==> src/rtl/clock_ui_pkg.sv <==
// Shared UI definitions for the digital clock: mode codes, arbiter states
// and the DIP-switch mode decode.
package clock_ui_pkg;

  localparam logic [1:0] MODE_WATCH     = 2'd0;
  localparam logic [1:0] MODE_SET       = 2'd1;
  localparam logic [1:0] MODE_ALARM     = 2'd2;
  localparam logic [1:0] MODE_STOPWATCH = 2'd3;

  localparam int unsigned RING_W = 8;

  typedef enum logic [1:0] {
    ST_RUN,
    ST_PEND,
    ST_CLR,
    ST_RING
  } state_t;

  // One-hot patterns select a mode; anything else falls back to the watch.
  function automatic logic [1:0] dip_decode(input logic [3:0] sw);
    logic [1:0] m;
    case (sw)
      4'b0001: m = MODE_SET;
      4'b0010: m = MODE_ALARM;
      4'b0100: m = MODE_STOPWATCH;
      default: m = MODE_WATCH;
    endcase
    return m;
  endfunction

endpackage

==> src/rtl/ui_mode_arbiter_if.sv <==
// Bundle between the UI arbiter and its environment (switches, mode blocks, LCD).
interface ui_mode_arbiter_if;
  logic [3:0]  dip_sw;
  logic [3:0]  sw_in;
  logic        en_1hz;
  logic        alarm_hit;
  logic        frame_done;
  logic        lcd_clear_ack;
  logic [1:0]  mode_sel;
  logic [15:0] sw_to_mode;
  logic        lcd_clear_req;
  logic        alarm_on;

  modport slave (
    input  dip_sw, sw_in, en_1hz, alarm_hit, frame_done, lcd_clear_ack,
    output mode_sel, sw_to_mode, lcd_clear_req, alarm_on
  );

  modport master (
    output dip_sw, sw_in, en_1hz, alarm_hit, frame_done, lcd_clear_ack,
    input  mode_sel, sw_to_mode, lcd_clear_req, alarm_on
  );
endinterface

==> src/rtl/dip_stabilizer.sv <==
// Decodes the DIP switches and only accepts a mode request once the decoded
// value has held for DIP_STABLE consecutive cycles.
module dip_stabilizer
  import clock_ui_pkg::*;
#(
  parameter int unsigned DIP_STABLE = 1000
) (
  input  logic       clk,
  input  logic       rst,
  input  logic [3:0] dip_sw,
  output logic [1:0] req_mode
);

  localparam int unsigned CW = (DIP_STABLE > 1) ? $clog2(DIP_STABLE) : 1;
  localparam logic [CW-1:0] CNT_LAST = CW'(DIP_STABLE - 1);

  logic [1:0]    decoded;
  logic [1:0]    last_q;
  logic [CW-1:0] cnt_q;

  assign decoded = dip_decode(dip_sw);

  // The change edge itself is stable cycle 1, so acceptance lands DIP_STABLE
  // edges after the pattern changes.
  always_ff @(posedge clk or posedge rst) begin
    if (rst) begin
      last_q   <= MODE_WATCH;
      cnt_q    <= '0;
      req_mode <= MODE_WATCH;
    end else if (decoded != last_q) begin
      last_q <= decoded;
      cnt_q  <= '0;
    end else if (cnt_q != CNT_LAST) begin
      cnt_q <= cnt_q + CW'(1);
    end else begin
      req_mode <= last_q;
    end
  end

endmodule

==> src/rtl/ui_mode_arbiter.sv <==
// Owns the active display mode, routes button edges to the active mode,
// synchronises mode changes with LCD frames and handles the alarm ring.
module ui_mode_arbiter
  import clock_ui_pkg::*;
#(
  parameter int unsigned DIP_STABLE = 1000,
  parameter int unsigned RING_SEC   = 30
) (
  input  logic               clk,
  input  logic               rst,
  ui_mode_arbiter_if.slave   bus
);

  logic [1:0]        req_mode;
  logic [3:0]        sw_prev;
  logic [3:0]        rise;

  state_t            state_q, state_n;
  logic [1:0]        mode_q, mode_n;
  logic [15:0]       route_q, route_n;
  logic              clr_q, clr_n;
  logic              ring_on_q, ring_on_n;
  logic [RING_W-1:0] ring_q, ring_n;

  dip_stabilizer #(.DIP_STABLE(DIP_STABLE)) u_dip_stabilizer (
    .clk      (clk),
    .rst      (rst),
    .dip_sw   (bus.dip_sw),
    .req_mode (req_mode)
  );

  // Previous levels reset high so a button held through reset never fires.
  always_ff @(posedge clk or posedge rst) begin
    if (rst) sw_prev <= '1;
    else     sw_prev <= bus.sw_in;
  end

  assign rise = bus.sw_in & ~sw_prev;

  always_ff @(posedge clk or posedge rst) begin
    if (rst) begin
      state_q   <= ST_RUN;
      mode_q    <= MODE_WATCH;
      route_q   <= '0;
      clr_q     <= 1'b0;
      ring_on_q <= 1'b0;
      ring_q    <= '0;
    end else begin
      state_q   <= state_n;
      mode_q    <= mode_n;
      route_q   <= route_n;
      clr_q     <= clr_n;
      ring_on_q <= ring_on_n;
      ring_q    <= ring_n;
    end
  end

  always_comb begin
    state_n   = state_q;
    mode_n    = mode_q;
    route_n   = '0;
    clr_n     = clr_q;
    ring_on_n = ring_on_q;
    ring_n    = ring_q;

    // Alarm preempts everything, including an in-flight clear handshake.
    if (bus.alarm_hit) begin
      state_n   = ST_RING;
      mode_n    = MODE_WATCH;
      clr_n     = 1'b0;
      ring_on_n = 1'b1;
      ring_n    = RING_W'(RING_SEC);
    end else begin
      case (state_q)
        ST_RUN: begin
          for (int unsigned m = 0; m < 4; m++) begin
            if (mode_q == 2'(m)) route_n[4*m +: 4] = rise;
          end
          if (req_mode != mode_q) state_n = ST_PEND;
        end
        ST_PEND: begin
          if (req_mode == mode_q) begin
            state_n = ST_RUN;
          end else if (bus.frame_done) begin
            mode_n  = req_mode;
            clr_n   = 1'b1;
            state_n = ST_CLR;
          end
        end
        ST_CLR: begin
          if (bus.lcd_clear_ack && clr_q) begin
            clr_n   = 1'b0;
            state_n = ST_RUN;
          end
        end
        ST_RING: begin
          if (bus.en_1hz && ring_q != '0) ring_n = ring_q - RING_W'(1);
          // The final tick, an already-empty counter or any press ends the ring;
          // the press itself is swallowed.
          if ((|rise) || ring_q == '0 || (bus.en_1hz && ring_q == RING_W'(1))) begin
            ring_n    = '0;
            ring_on_n = 1'b0;
            mode_n    = req_mode;
            clr_n     = 1'b1;
            state_n   = ST_CLR;
          end
        end
        default: state_n = ST_RUN;
      endcase
    end
  end

  assign bus.mode_sel      = mode_q;
  assign bus.sw_to_mode    = route_q;
  assign bus.lcd_clear_req = clr_q;
  assign bus.alarm_on      = ring_on_q;

endmodule
==> src/flat_wrapper.sv <==
// flat-port wrapper written by rule: the top's interface ports become plain ports
module ui_mode_arbiter_flat import clock_ui_pkg::*;
#(
  parameter int unsigned DIP_STABLE = 1000,
  parameter int unsigned RING_SEC   = 30
)
  (clk, rst, bus_dip_sw, bus_sw_in, bus_en_1hz, bus_alarm_hit, bus_frame_done, bus_lcd_clear_ack, bus_mode_sel, bus_sw_to_mode, bus_lcd_clear_req, bus_alarm_on);
  ui_mode_arbiter_if bus_i ();
  input  logic clk;
  input  logic rst;
  input wire logic [$bits(bus_i.dip_sw)-1:0] bus_dip_sw;
  input wire logic [$bits(bus_i.sw_in)-1:0] bus_sw_in;
  input wire logic [$bits(bus_i.en_1hz)-1:0] bus_en_1hz;
  input wire logic [$bits(bus_i.alarm_hit)-1:0] bus_alarm_hit;
  input wire logic [$bits(bus_i.frame_done)-1:0] bus_frame_done;
  input wire logic [$bits(bus_i.lcd_clear_ack)-1:0] bus_lcd_clear_ack;
  output wire logic [$bits(bus_i.mode_sel)-1:0] bus_mode_sel;
  output wire logic [$bits(bus_i.sw_to_mode)-1:0] bus_sw_to_mode;
  output wire logic [$bits(bus_i.lcd_clear_req)-1:0] bus_lcd_clear_req;
  output wire logic [$bits(bus_i.alarm_on)-1:0] bus_alarm_on;
  assign bus_i.dip_sw = bus_dip_sw;
  assign bus_i.sw_in = bus_sw_in;
  assign bus_i.en_1hz = bus_en_1hz;
  assign bus_i.alarm_hit = bus_alarm_hit;
  assign bus_i.frame_done = bus_frame_done;
  assign bus_i.lcd_clear_ack = bus_lcd_clear_ack;
  assign bus_mode_sel = bus_i.mode_sel;
  assign bus_sw_to_mode = bus_i.sw_to_mode;
  assign bus_lcd_clear_req = bus_i.lcd_clear_req;
  assign bus_alarm_on = bus_i.alarm_on;
  ui_mode_arbiter #(.DIP_STABLE(DIP_STABLE), .RING_SEC(RING_SEC)) u_core (.clk(clk), .rst(rst), .bus(bus_i));
endmodule
==> config.mk <==
export PLATFORM = sky130hd
export DESIGN_NAME = ui_mode_arbiter_flat
export DESIGN_NICKNAME = d
export VERILOG_FILES = /design/src/rtl/clock_ui_pkg.sv /design/src/rtl/ui_mode_arbiter_if.sv /design/src/rtl/dip_stabilizer.sv /design/src/rtl/ui_mode_arbiter.sv /design/src/flat_wrapper.sv
export SDC_FILE = /design/constraint.sdc
export NUM_CORES = 1
export LEC_CHECK = 0
export CAP_MARGIN = 40
export CORE_MARGIN = 2
export CORE_UTILIZATION = 40
export DETAILED_ROUTE_END_ITERATION = 6
export GPL_ROUTABILITY_DRIVEN = 0
export PLACE_DENSITY_LB_ADDON = 0.15
export SETUP_SLACK_MARGIN = 0.3
export SYNTH_ARGS = -nofsm -noshare
export SYNTH_HDL_FRONTEND = slang
export SYNTH_SLANG_ARGS = --single-unit
==> constraint.sdc <==
create_clock -name clk -period 6.1 [get_ports clk]
set_input_delay 0.61 -clock clk [delete_from_list [all_inputs] [get_ports clk]]
set_output_delay 0.61 -clock clk [all_outputs]
set_load 0.02 [all_outputs]
==> results.md, run 1 <==
* CP endpoint kind: flop
* Hold Path Stages at 1
* Crit path kind: input pin to flop
* Post-synth ARST share at 100.0%
* Skew final at around 6 ps
* Worst path max stage delay at around 530 ps
* Wire length per cell at approximately 13 um
* Largest net degree at the start of global routing at 29
* Initial Util at between 40% and 50%
* CTS tree: done
* Final setup fails at 0
* Total setup buffers inserted after CTS at 0
* Measured slew at the worst slew-check pin at 545.8 ps
* Crit-path slowest cell: or3_1
* Clock-pin slew on the worst setup and hold paths at 90 ps
* CP Launch Type: input pin
* # clock sinks at 48
* Worst Path Buf+Inv at 1
* Design Power at approximately 710 uW
* Final Cell Area at about 0.0028 mm2
* Core area at 0.005439 mm2
* TritonRoute pass-1 iters at 4
* Post-route clock period utilization at a little over 40%
* Max-cap violations at 0
* Final TNS setup at 0 ps
* Worst-skew pair later-pin latency at around 300 ps
* Worst r2r dst: u_core.ring_q[1]
* R2r worst-path depth at 7
* Post-CTS sizing at 0
* Post-synthesis instance area at roughly 0.0022 mm2
* # hold bufs at CTS at 0
* DR iter-0 viols at between 100 and 150
* Num CTS Buffers at 5
* Initial antenna violation count at 0
* Die Height at slightly below 80 um
* FF-to-FF Start: u_core.ring_q[0]
* DP Area at 0.002614 mm2
* Number of global-route vias before repair at 1611
* Min-delay worst type: flop to flop
* Vias at roughly 1600
* Syn_nets at 228
* Port bufs at 33
* CP cell instances: clkdlybuf4s50_1, xnor2_1, or4_1, nand4_1, or3_1, mux2_2
* Num rows at 27
* CP Max Fanout at 11
* Die ar. at 0.006207 mm2
* Core Util, Final at 50.59%
* Detailed-route DRC error count at 0
* WL final at ~4000 um
* Crit-path leading delay family: simple AND/OR/NAND/NOR gates
* Nets@finish at about 260
* Status: finished, final reports clean
* Rel. slew slack at 63.50%
* CP arrival at 2690 ps
* Syn Area/Cell at about 11 um2
* Hold Crit Start: u_core.bus.alarm_on
* ANT nets after route at 0
* Unrepaired setup endpoints after global routing: no
* Total Routing Usage GR at around 15%
* Cells after synthesis at between 200 and 250
* Sequential cell area at 0.001206 mm2
* Crit path time final at 2489 ps
* CTS H-tree lvls at 2
* Power per cell area at between 200 and 300 mW/mm2
* # IOs at 34
* CP required at 6300 ps
* Area of the multi-input gates at roughly 950 um2
* Final hold viol count at 0
* Register area share after synthesis at 53.91%
* Netlist cell types at 47
* Final slew viol count at 0
* Clk buf depth at 2
* Fillers at 490
* Die Span X at between 70 and 80 um
* Clock tree root buffer cell: clkbuf_8
* Peak supply drop at 0.0001232 V
* GR Overflow Total at 0
* First-pass GRT wire length at slightly above 7000 um
* Final HPWL DP at roughly 2900 um
* Synth Register Bits at between 40 and 50
* Share of layout cells above drive strength 1 at under 10%
* Main synth FF type: dfrtp_1
* Via-to-Cell Ratio at about 5.0
* Diode count at 0
* F_max at roughly 400 MHz
* EDFF count, synth at 0
* Layout area overhead at 22.99%
* Reg2Reg Setup Slack at between 4000 and 5000 ps
* Leak Pwr at 1.155 nW
* Hold Crit Endpoint: u_core.bus.alarm_on
* Yosys warning count at 0
report_power, final:
group	leakage [nW]	internal, mW	switching (mW)
sequential	0.627	0.334	0.0162
clock	0.0687	0.165	0.110
combinational	0.460	0.0375	0.0428
metal layers:
metal	track usage, %	wire (um)	share of wire [%]	vias up
met5	0	0	0	-
li1	-	-	-	801
met2	24.44	1878	47	26
met1	18.01	1871	47	763
met4	5.263	63	1.6	0
met3	4.205	180	4.5	7
kinds of logic (layout without fill, tap and decap cells):
family                     count (synthesis)  after routing  share of synthesized area (%)
and+or+nand+nor                          101            101                          23.43
DFF                                       48             48                          53.92
xor gates and xnor gates                  14             14                          5.481
muxes                                      5              5                          2.349
adders and majority gates                  4              4                          2.237
buffers and inverters                     11             46                          3.523
AOI/OAI and AO/OA                         27             27                          9.061
worst max path at each step:
stage | start | end | cells past startpoint
finish | bus_dip_sw[1] | u_core.u_dip_stabilizer.req_mode[0] | 6
CTS | bus_dip_sw[1] | u_core.u_dip_stabilizer.req_mode[0] | 6
global route | bus_dip_sw[0] | u_core.u_dip_stabilizer.req_mode[1] | 6
global placement | bus_dip_sw[1] | u_core.u_dip_stabilizer.req_mode[1] | 6
floorplan | bus_sw_in[1] | u_core.ring_q[5] | 6
detailed placement | bus_dip_sw[1] | u_core.u_dip_stabilizer.req_mode[0] | 6
state kept, by name, indices dropped and copies added, names as in the netlist:
signal	count
u_core.state_q	2
u_core.u_dip_stabilizer.req_mode	2
u_core.u_dip_stabilizer.cnt_q	10
u_core.ring_q	8
u_core.u_dip_stabilizer.last_q	2
u_core.bus.alarm_on	1
u_core.bus.sw_to_mode	16
u_core.sw_prev	4
u_core.bus.mode_sel	2
u_core.bus.lcd_clear_req	1
synth_stat cells, types with 3 or more instances:
cell / number / share of area (%)
a211o_1: 3 / 1.2
a21o_1: 4 / 1.3
a21oi_1: 8 / 1.8
clkbuf_1: 3 / 0.50
dfrtp_1: 44 / 49
dfstp_2: 4 / 4.7
ha_1: 4 / 2.2
inv_1: 4 / 0.67
mux2i_1: 3 / 1.3
nand2_1: 19 / 3.2
nand2b_1: 6 / 1.7
nand3_1: 5 / 1.1
nand4_1: 4 / 1.1
nor2_1: 30 / 5.0
nor2b_1: 5 / 1.4
nor3_1: 14 / 3.1
or4_1: 3 / 1.0
xnor2_1: 12 / 4.7
worst register-to-register path, delay by kind of cell (launching register included):
family / cells / cell delay (ps)
compound gates: 2 / 690
buf+inv: 1 / 100
simple gates: 3 / 530
flops: 1 / 440
fa+ha+maj: 1 / 170
cell type report:
class	count	area share [%]
clock inverters	3	2.501
multi-input cells	151	34.61
flip-flops and latches	48	43.84
clock buffers	5	2.501
repair buffers	34	12.73
well taps	72	3.274
inverters	4	0.5457
placed cells by master (no fill, tap or decap), drive strengths merged, types with 2 or more instances in the layout:
cell,synthesis,final
nand3,5,5
nor2,30,30
dfstp,4,4
ha,4,4
a211o,3,3
nor2b,5,5
mux2i,3,3
or4,3,3
dfrtp,44,44
nand4,4,4
nor3,14,14
xor2,2,2
nand3b,2,2
a21oi,8,8
nand2,19,19
mux2,2,2
bufinv,0,2
clkdlybuf4s50,0,33
inv,4,5
a22o,3,3
or3,4,4
a21o,5,5
nand2b,6,6
o31ai,2,2
xnor2,12,12
clkbuf,5,5
per-stage QoR:
stage | worst slack [ps] | instances | hold slack [ps]
floorplan | 4120 | 210 | 495.1
CTS | 3626 | 317 | 492.0
detailed placement | 3295 | 309 | 469.3
global placement | 3318 | 308 | 466.8
finish | 3611 | 317 | 489.1
global route | 3429 | 317 | 524.0
(Power assumes the default switching activity.)
==> inputs of run 2 (changes only) <==
clock period = 2.1 ns   (was 6.1 ns; I/O delays follow)
==> run 2 against run 1 <==
Net effect: total power increased to 2.9 times the previous value; final cell count grew 7.9%; cell area grew 11%; clock power rose to 2.5 times the previous value; largest cell class unchanged; largest power group unchanged.
==> results.md, run 2 (synthesis gave the netlist of run 1 again) <==
* Status: finished, final reports clean
* Diode count at 0 (unchanged)
* Number of global-route vias before repair at 1677 (+4.1%)
* Initial antenna violation count at 0 (unchanged)
* Hold Crit Endpoint: u_core.u_dip_stabilizer.last_q[1]
* FF-to-FF Start: u_core.ring_q[0]
* Crit path time final at about 1900 ps
* Nets@finish at 287 (+9.5%)
* CP arrival at 2090 ps (-600 ps)
* CP Max Fanout at 2 (-9)
* CP required at 2310 ps (-3990 ps)
* Max-cap violations at 0 (unchanged)
* CTS tree: done
* Crit path kind: flop to flop
* Most frequent cells in the layout: 42 x dfrtp_1, 30 x clkdlybuf4s50_1, 28 x nor2_1
* Final setup fails at 0 (unchanged)
* Worst r2r dst: u_core.ring_q[6]
* Rel. slew slack at 63.11% (-0.39 points)
* Hold Path Stages at 2 (+1)
* Leak Pwr at 1.313 nW (+14%)
* Clock tree root buffer cell: clkbuf_8
* Wire length per cell at 13.46 um (+6.8%)
* Die Span X at 78.79 um (unchanged)
* CP Launch Type: flop
* Skew final at 9.074 ps (+2.994 ps)
* GR Overflow Total at 0 (unchanged)
* Final Cell Area at 0.003044 mm2 (+11%)
* DP Area at 0.002693 mm2 (+3.0%)
* Non-filler cells, final at 342 (+7.9%)
* Min-delay worst type: input pin to flop
* Post-route clock period utilization at between 80% and 90%
* Design Power at 2.031 mW (+190%)
* Hold Crit Start: bus_dip_sw[0]
* Commonest non-fill, non-tap cell in the layout: dfrtp_1
* WL final at 4604 um (+15%)
* Final TNS setup at 0 ps (unchanged)
* Detailed-route DRC error count at 0 (unchanged)
* CP endpoint kind: flop
* Final hold viol count at 0 (unchanged)
* Reg2Reg Setup Slack at 210 ps (-3840 ps)
* Via-to-Cell Ratio at 4.942 (-1.9%)
* Worst hold margin at 168.1 ps (-321.0 ps)
* Share of layout cells above drive strength 1 at 25.19% (+16 points)
* Max reg flops at 16 (unchanged)
* Slack of the critical path at 214.9 ps (-3396 ps)
* Final slew viol count at 0 (unchanged)
* TritonRoute pass-1 iters at 4 (unchanged)
* # IOs at 34 (unchanged)
* Largest net degree at the start of global routing at 26 (-10%)
* Clk buf depth at 2 (unchanged)
* Die ar. at 0.006207 mm2 (unchanged)
* Worst-skew pair later-pin latency at 310 ps (about the same)
* CTS H-tree lvls at 2 (unchanged)
* # hold bufs at CTS at 0 (unchanged)
* Vias at 1690 (+5.8%)
* Power per cell area at 667.1 mW/mm2 (+160%)
* R2r worst-path depth at 9 (+2)
* # clock sinks at 48 (unchanged)
* Port bufs at 33 (unchanged)
* First-pass GRT wire length at 7679 um (+7.5%)
* Die Height at 78.79 um (unchanged)
* Total Routing Usage GR at 15.82% (+1.2 points)
* DR iter-0 viols at 119 (+17%)
* Layout area overhead at 36.07%
* Unrepaired setup endpoints after global routing: yes
* Measured slew at the worst slew-check pin at 552.6 ps (+6.761 ps)
* Core Util, Final at 55.97% (+5.4 points)
* Final HPWL DP at 3132 um (+8.2%)
* Core area at 0.005439 mm2 (unchanged)
* Initial Util at 41.13% (unchanged)
* F_max at 530.5 MHz
* Num rows at 27 (unchanged)
* Placed cell count at 318 (+2.9%)
* Peak supply drop at 0.0003777 V (+210%)
* Clock-pin slew on the worst setup and hold paths at 100 ps (about the same)
* ANT nets after route at 0 (unchanged)
* Num CTS Buffers at 5 (unchanged)
* Fillers at 490 (unchanged)
* Pre-CTS setup slack at -47.30 ps (-3342 ps)
## run 2: cell count changes in the layout (fill, tap and decap cells not counted), sizes merged
cell and delta:
buf +25, clkdlybuf4s50 -3, dlymetal6s2s +3, bufinv -1
clkinvlp +1
## run 2: final cells by class
cell class | count | area, um2 | share of cell area (%)
well taps | 72 | 90.09 | 2.959
clock buffers | 5 | 68.82 | 2.261
inverters | 4 | 15.01 | 0.4932
repair buffers | 59 | 549.3 | 18.04
clock inverters | 3 | 46.29 | 1.521
flip-flops and latches | 48 | 1209 | 39.70
multi-input cells | 151 | 1066 | 35.02
## run 2: where the power goes
| group | switching (mW) | internal [mW] | leakage (nW) |
|---|---|---|---|
| clock | 0.330 | 0.359 | 0.0548 |
| sequential | 0.0433 | 0.971 | 0.623 |
| combinational | 0.159 | 0.167 | 0.635 |
| total | 0.533 | 1.50 | 1.31 |
## run 2: critical path, cell delays in order (launching register included)
cell and delay (ps):
dfrtp_1 410, inv_2 90, buf_4 100, buf_4 90, ha_1 140, and2_4 160
o2111ai_4 120, or3_4 350, xnor2_1 130, a22o_1 190
## run 2: routing by layer
layer  track usage [%]  part of all wire (%)  vias up
met4             5.263                   1.2        0
met1             19.28                    44      807
li1                  -                     -      844
met3             4.205                   4.4        7
met2             27.18                    51       32
met5                 0                     0        -
## run 2: timing repair
action	in CTS	in global routing
pin swaps	11	7
resized for setup	11	17
buffers inserted	12	4
setup endpoints to repair	11	17
## run 2: worst max path at each step
stage / slack [ps] / start / depth (start not counted) / to
floorplan: 220 / u_core.ring_q[0] / 6 / u_core.ring_q[3]
global placement: -20 / bus_sw_in[1] / 6 / u_core.ring_q[1]
detailed placement: -50 / bus_sw_in[1] / 6 / u_core.ring_q[1]
CTS: 210 / u_core.ring_q[0] / 8 / u_core.bus.mode_sel[1]
global route: 160 / u_core.ring_q[1] / 9 / u_core.ring_q[6]
finish: 210 / u_core.ring_q[0] / 9 / u_core.ring_q[6]
